### src/rtl/sha_msg_sched_pkg.sv
`default_nettype none
// ----------------------------------------------------------------------------
// sha_msg_sched_pkg : shared constants and FSM encoding for the SHA-256 message
// scheduler. Revision 1.0
// ----------------------------------------------------------------------------
package sha_msg_sched_pkg;

   localparam int SCHED_DATA_W      = 32;
   localparam int SCHED_ROUNDS      = 64;
   localparam int SCHED_BLOCK_WORDS = 16;
   localparam int AMT_W             = 5;

   typedef enum logic [1:0] {
      ST_IDLE   = 2'd0,
      ST_LOAD   = 2'd1,
      ST_EXPAND = 2'd2,
      ST_DRAIN  = 2'd3
   } sched_state_e;

   localparam logic [AMT_W-1:0] SIG0_R1_DEF = 5'd7;
   localparam logic [AMT_W-1:0] SIG0_R2_DEF = 5'd18;
   localparam logic [AMT_W-1:0] SIG0_S_DEF  = 5'd3;
   localparam logic [AMT_W-1:0] SIG1_R1_DEF = 5'd17;
   localparam logic [AMT_W-1:0] SIG1_R2_DEF = 5'd19;
   localparam logic [AMT_W-1:0] SIG1_S_DEF  = 5'd10;

endpackage
`default_nettype wire

### src/rtl/sha_msg_sched_sigma.sv
`default_nettype none
// ----------------------------------------------------------------------------
// sched_sigma : combinational rotr ^ rotr ^ shr small-sigma function.
// Revision 1.0
// ----------------------------------------------------------------------------
module sched_sigma
   import sha_msg_sched_pkg::*;
#(
   parameter int DATA_W = SCHED_DATA_W
) (
   input  logic [DATA_W-1:0] x,
   input  logic [AMT_W-1:0]  r1,
   input  logic [AMT_W-1:0]  r2,
   input  logic [AMT_W-1:0]  s,
   output logic [DATA_W-1:0] y
);

   // Left-shift amount is (32 - r) mod 32, so r = 0 ORs x with itself.
   logic [AMT_W-1:0]  w_lsh1;
   logic [AMT_W-1:0]  w_lsh2;
   logic [DATA_W-1:0] w_rot1;
   logic [DATA_W-1:0] w_rot2;

   assign w_lsh1 = -r1;
   assign w_lsh2 = -r2;
   assign w_rot1 = (x >> r1) | (x << w_lsh1);
   assign w_rot2 = (x >> r2) | (x << w_lsh2);
   assign y      = w_rot1 ^ w_rot2 ^ (x >> s);

endmodule
`default_nettype wire

### src/rtl/sha_msg_sched.sv
`default_nettype none
// ----------------------------------------------------------------------------
// sha_msg_sched : SHA-256 message-schedule stream W[0..63] from one 16-word
// block. Build macro SHA_MSG_SCHED_FIXED_CONST_EN hard-wires sigma amounts.
// Revision 1.0
// ----------------------------------------------------------------------------
module sha_msg_sched
   import sha_msg_sched_pkg::*;
#(
   parameter int DATA_W      = SCHED_DATA_W,
   parameter int ROUNDS      = SCHED_ROUNDS,
   parameter int BLOCK_WORDS = SCHED_BLOCK_WORDS
) (
   input  logic              clk,
   input  logic              rst,
   input  logic              run,
   input  logic              in_valid,
   output logic              in_ready,
   input  logic [DATA_W-1:0] in0,
   output logic              out_valid,
   input  logic              out_ready,
   output logic [DATA_W-1:0] out0,
   output logic              out_last,
   output logic              done,
   input  logic [31:0]       constant_00,
   input  logic [31:0]       constant_01,
   input  logic [31:0]       constant_02,
   input  logic [31:0]       constant_03,
   input  logic [31:0]       constant_04,
   input  logic [31:0]       constant_05
);

   localparam int T_W = $clog2(ROUNDS + 1);

   sched_state_e      state_q, state_d;
   logic [T_W-1:0]    t_q, t_d;
   logic [DATA_W-1:0] win_q [BLOCK_WORDS];
   logic [DATA_W-1:0] out0_q, out0_d;
   logic              out_valid_q, out_valid_d;
   logic              out_last_q, out_last_d;
   logic              done_q, done_d;

   logic              w_slot_free;
   logic              w_shift;
   logic [DATA_W-1:0] w_new_word;
   logic [DATA_W-1:0] w_expand_word;
   logic [DATA_W-1:0] w_s0;
   logic [DATA_W-1:0] w_s1;
   logic [AMT_W-1:0]  w_s0_r1, w_s0_r2, w_s0_s;
   logic [AMT_W-1:0]  w_s1_r1, w_s1_r2, w_s1_s;

`ifdef SHA_MSG_SCHED_FIXED_CONST_EN
   logic w_unused_const;
   assign w_unused_const = ^{constant_00, constant_01, constant_02,
                             constant_03, constant_04, constant_05};
   assign w_s0_r1 = SIG0_R1_DEF;
   assign w_s0_r2 = SIG0_R2_DEF;
   assign w_s0_s  = SIG0_S_DEF;
   assign w_s1_r1 = SIG1_R1_DEF;
   assign w_s1_r2 = SIG1_R2_DEF;
   assign w_s1_s  = SIG1_S_DEF;
`else
   logic [AMT_W-1:0] amt_q [6];
   logic             w_unused_const_hi;
   assign w_unused_const_hi = ^{constant_00[31:AMT_W], constant_01[31:AMT_W],
                                constant_02[31:AMT_W], constant_03[31:AMT_W],
                                constant_04[31:AMT_W], constant_05[31:AMT_W]};

   // Amounts are frozen at block start so the ports may change mid-block.
   always_ff @(posedge clk or negedge rst) begin
      if (!rst) begin
         for (int i = 0; i < 6; i++) amt_q[i] <= '0;
      end else if (state_q == ST_IDLE && run) begin
         amt_q[0] <= constant_00[AMT_W-1:0];
         amt_q[1] <= constant_01[AMT_W-1:0];
         amt_q[2] <= constant_02[AMT_W-1:0];
         amt_q[3] <= constant_03[AMT_W-1:0];
         amt_q[4] <= constant_04[AMT_W-1:0];
         amt_q[5] <= constant_05[AMT_W-1:0];
      end
   end

   assign w_s0_r1 = amt_q[0];
   assign w_s0_r2 = amt_q[1];
   assign w_s0_s  = amt_q[2];
   assign w_s1_r1 = amt_q[3];
   assign w_s1_r2 = amt_q[4];
   assign w_s1_s  = amt_q[5];
`endif

   sched_sigma #(.DATA_W(DATA_W)) u_sigma0 (
      .x  (win_q[1]),
      .r1 (w_s0_r1),
      .r2 (w_s0_r2),
      .s  (w_s0_s),
      .y  (w_s0)
   );

   sched_sigma #(.DATA_W(DATA_W)) u_sigma1 (
      .x  (win_q[BLOCK_WORDS-2]),
      .r1 (w_s1_r1),
      .r2 (w_s1_r2),
      .s  (w_s1_s),
      .y  (w_s1)
   );

   // win_q[0] is W[t-16], win_q[15] is W[t-1].
   assign w_expand_word = w_s1 + win_q[BLOCK_WORDS-7] + w_s0 + win_q[0];
   assign w_slot_free   = !out_valid_q || out_ready;

   always_comb begin
      state_d     = state_q;
      t_d         = t_q;
      out0_d      = out0_q;
      out_valid_d = out_valid_q;
      out_last_d  = out_last_q;
      done_d      = 1'b0;
      in_ready    = 1'b0;
      w_shift     = 1'b0;
      w_new_word  = w_expand_word;

      case (state_q)
         ST_IDLE: begin
            if (run) begin
               state_d = ST_LOAD;
               t_d     = '0;
            end
         end
         ST_LOAD: begin
            in_ready = w_slot_free;
            if (in_valid && w_slot_free) begin
               w_new_word = in0;
               w_shift    = 1'b1;
               t_d        = t_q + T_W'(1);
               if (t_q == T_W'(BLOCK_WORDS - 1)) state_d = ST_EXPAND;
            end
         end
         ST_EXPAND: begin
            if (w_slot_free) begin
               w_shift = 1'b1;
               t_d     = t_q + T_W'(1);
               if (t_q == T_W'(ROUNDS - 1)) state_d = ST_DRAIN;
            end
         end
         ST_DRAIN: begin
            if (out_valid_q && out_ready) begin
               state_d = ST_IDLE;
               t_d     = '0;
               done_d  = 1'b1;
            end
         end
         default: state_d = ST_IDLE;
      endcase

      // The output slot either takes the new word or empties after a handshake.
      if (w_slot_free) begin
         out_valid_d = w_shift;
         out_last_d  = w_shift && (t_q == T_W'(ROUNDS - 1));
         if (w_shift) out0_d = w_new_word;
      end
   end

   always_ff @(posedge clk or negedge rst) begin
      if (!rst) begin
         state_q     <= ST_IDLE;
         t_q         <= '0;
         out0_q      <= '0;
         out_valid_q <= 1'b0;
         out_last_q  <= 1'b0;
         done_q      <= 1'b0;
      end else begin
         state_q     <= state_d;
         t_q         <= t_d;
         out0_q      <= out0_d;
         out_valid_q <= out_valid_d;
         out_last_q  <= out_last_d;
         done_q      <= done_d;
      end
   end

   always_ff @(posedge clk or negedge rst) begin
      if (!rst) begin
         for (int i = 0; i < BLOCK_WORDS; i++) win_q[i] <= '0;
      end else if (w_shift) begin
         for (int i = 0; i < BLOCK_WORDS - 1; i++) win_q[i] <= win_q[i+1];
         win_q[BLOCK_WORDS-1] <= w_new_word;
      end
   end

   assign out0      = out0_q;
   assign out_valid = out_valid_q;
   assign out_last  = out_last_q;
   assign done      = done_q;

endmodule
`default_nettype wire
### config.mk
export PLATFORM = sky130hd
export DESIGN_NAME = sha_msg_sched
export DESIGN_NICKNAME = d
export VERILOG_FILES = /design/src/rtl/sha_msg_sched_pkg.sv /design/src/rtl/sha_msg_sched_sigma.sv /design/src/rtl/sha_msg_sched.sv
export SDC_FILE = /design/constraint.sdc
export NUM_CORES = 2
export LEC_CHECK = 0
export CAP_MARGIN = 20
export CORE_AREA = 5 5 283 285
export DETAILED_ROUTE_END_ITERATION = 16
export DIE_AREA = 0 0 288 290
export GPL_ROUTABILITY_DRIVEN = 0
export PLACE_DENSITY = 0.76
export SYNTH_ARGS = -nofsm -noshare
export SYNTH_HDL_FRONTEND = slang
export SYNTH_SLANG_ARGS = --single-unit
### constraint.sdc
create_clock -name clk -period 10.1 [get_ports clk]
set_clock_uncertainty 0.15 [all_clocks]
set_input_delay 3.03 -clock clk [delete_from_list [all_inputs] [get_ports clk]]
set_output_delay 3.03 -clock clk [all_outputs]
set_load 0.005 [all_outputs]
==> qor.yml <==
cts_setup_buffers: 0
die_w_um: 288
totalNegativeSetupSlack_ps: 0
clockBufferDepth: 3
cp.arrival_ps: 8930
coreArea_um2: 77080
rsz0062_at_grt: "false"
seq_power_share_pct: 48.6
antenna_left: 0
swShare_pct: 22.28
drcViolationCount: 0
io_buffer_count: 102
final_common_cell: "nand2_1"
die-area_um2: 83520
setup_viol: 0
path_clk_slew_ps: 70
crit_fanout: 27
dp_cells: 5989
ios: 265
p_int_mw: 3.756
clock_latency_ps: 680
post_synth.cell_area_avg_um2: 8.094
final_cell_mix: "1860 x nand2_1, 581 x dfrtp_1, 304 x o21ai_0, 239 x nor2_1, 210 x mux2i_1"
synthesis.nets: 5522
start_util_pct: 54.49
synth_seq_cells: 586
timing.final.max_slew_violations: 0
finalHoldViolations: 0
hold_class: "flop to flop"
firstDrtPassIters: 9
wl_per_cell_um: 21.51
net-switching-power_mw: 1.077
power_leakage_nw: 21.80
outcome: "completed"
final_area_um2: 45650
period_share_pct: 84.00
area_growth_pct: 8.665
clockPowerShare_pct: 49.9
antenna_found_initial: 1
ys.flop_type: "dfrtp_1"
ys_types: 72
ys_async_sr_fraction_pct: 100.0
fin_nets: 5346
ys_seq_area_share_pct: 34.91
tightest_slew_ps: 1180
grt_pass1_vias: 35130
period_minus_slack_ps: 8484
synthesis.area_um2: 42010
cts_tree: "built"
cts.sinks: 586
hold_buffers: 0
p_per_area_nw_per_um2: 105.9
grt_overflow: 0
dpl.hpwl_um: 88470
via_per_inst: 6.259
row_count: 102
via_count: 38230
worstSetupPathType: "flop to flop"
fill_cells: 6682
ff2ff_setup_slack_ps: 1620
root_buffer: "clkbuf_16"
track_usage_pct: 30.36
cts-resized-gates: 0
synth_edf_count: 0
fin_cells: 6107
max_clock_freq_mhz: 117.9
ir_worst_vdd_mv: 0.1245
max_cap_violations: 0
dieHeight_um: 290
synth_cells: 5190
cts.htree.levels: 2
routed_wl_um: 131300
cts_made_buffers: 61
drive_gt1_share_pct: 9.653
drt_iter0_markers: 5528
yosysWarnings: 0
grt_pass1_wl_um: 201900
slew-limit-headroom_pct: 21.33
cp-start-kind: "flop"
crit_required_ps: 10550
grt_max_degree: 241
cp-end-kind: "flop"
p_comb_share_pct: 1.5
placedInstanceArea_um2: 43430
[final timing paths]
kind	start	end	depth (start not counted)
setup / recovery	w_s0_r1[4]	win_q[29]	23
hold / removal	win_q[146]	win_q[178]	2
setup reg to reg	w_s0_r1[4]	win_q[29]	23
hold reg to reg	win_q[146]	win_q[178]	2
max in group asynchronous	rst	win_q[301]	3
min in group asynchronous	rst	w_s1_s[0]	1
[per-layer routing]
metal	wire, um	share of wire (%)	up-vias	track usage [%]
li1	-	-	17120	-
met1	51270	39	18160	43.36
met2	54680	42	2402	42.95
met3	17230	13	544	8.367
met4	8155	6.2	2	14.25
met5	13	0.0099	-	0
[critical path: stages, from the launching register on]
cell and delay, ps:
dfrtp_1 1020, inv_1 580, xnor2_2 590, nand3_1 270, o21ai_0 420, xnor2_1 230, xnor2_1 570, fa_1 540
fa_1 440, inv_1 70, ha_1 160, inv_1 60, fa_1 440, nand2b_1 180, a21oi_1 220, o21ai_1 200
a211oi_1 630, a31o_2 310, nor2_1 50, o21bai_1 240, a31oi_1 150, xnor2_1 440, a21oi_1 280, nor2_1 150
[kinds of logic (layout without fill, tap and decap cells)]
logic type | after synthesis | in the layout | synth area share [%]
other cells | 0 | 1 | 0
fa+ha+maj | 103 | 103 | 4.176
mux | 448 | 448 | 15.49
simple gates | 2312 | 2312 | 21.74
buf+inv | 610 | 486 | 5.731
xor+xnor | 181 | 181 | 3.872
flops | 586 | 586 | 34.91
compound gates | 950 | 950 | 14.09
[Yosys cell counts, types with 78 or more instances]
library cell,number,share of area [%]
a21oi_1,204,2.4
mux2i_1,210,5.0
nor2_1,239,2.1
clkbuf_1,341,3.0
dfrtp_1,586,35
xnor2_1,128,2.7
mux2_2,83,2.2
nand2_1,1861,17
o21ai_0,304,3.6
inv_1,157,1.4
a211oi_1,78,1.4
mux4_2,153,8.2
[cell type report]
cell class                 instances  area, um^2  area share (%)
antenna                            1       2.502        0.005482
clock buffer                      80        1708           3.742
clock inverter                    35       450.4          0.9868
inverter                         164       615.6           1.349
multi-input combinational       3994       24990           54.75
sequential                       586       14670           32.14
tap                             1040        1301           2.851
timing repair buffer             207        1904           4.172
[sequential cells by signal, summed over array words and instances (netlist names), 2 cells and up]
signal and count:
out0 32, state_q 2, t_q 7, w_s0_r1 5, w_s0_r2 5, w_s0_s 5
w_s1_r1 5, w_s1_r2 5, w_s1_s 5, win_q 512
[power by group through the flow]
stage / clock network [mW] / logic (mW) / registers [mW]
floorplan: 0 / 0.000408 / 2.39
global placement: 0 / 0.0767 / 2.39
detailed placement: 0 / 0.0767 / 2.39
CTS: 2.45 / 0.0772 / 2.35
global route: 2.54 / 0.0855 / 2.35
finish: 2.41 / 0.0737 / 2.35
[stage by stage]
stage	utilization, %	worst slack (ps)	hold WS, ps	power [mW]
finish	59.21	1616	294.8	4.832
global route	59.21	1436	330.9	4.969
CTS	59.14	2034	295.8	4.872
detailed placement	56.34	2056	299.4	2.467
global placement	56.34	2194	292.3	2.467
floorplan	-	3034	283.4	2.392
(Power assumes the default switching activity.)
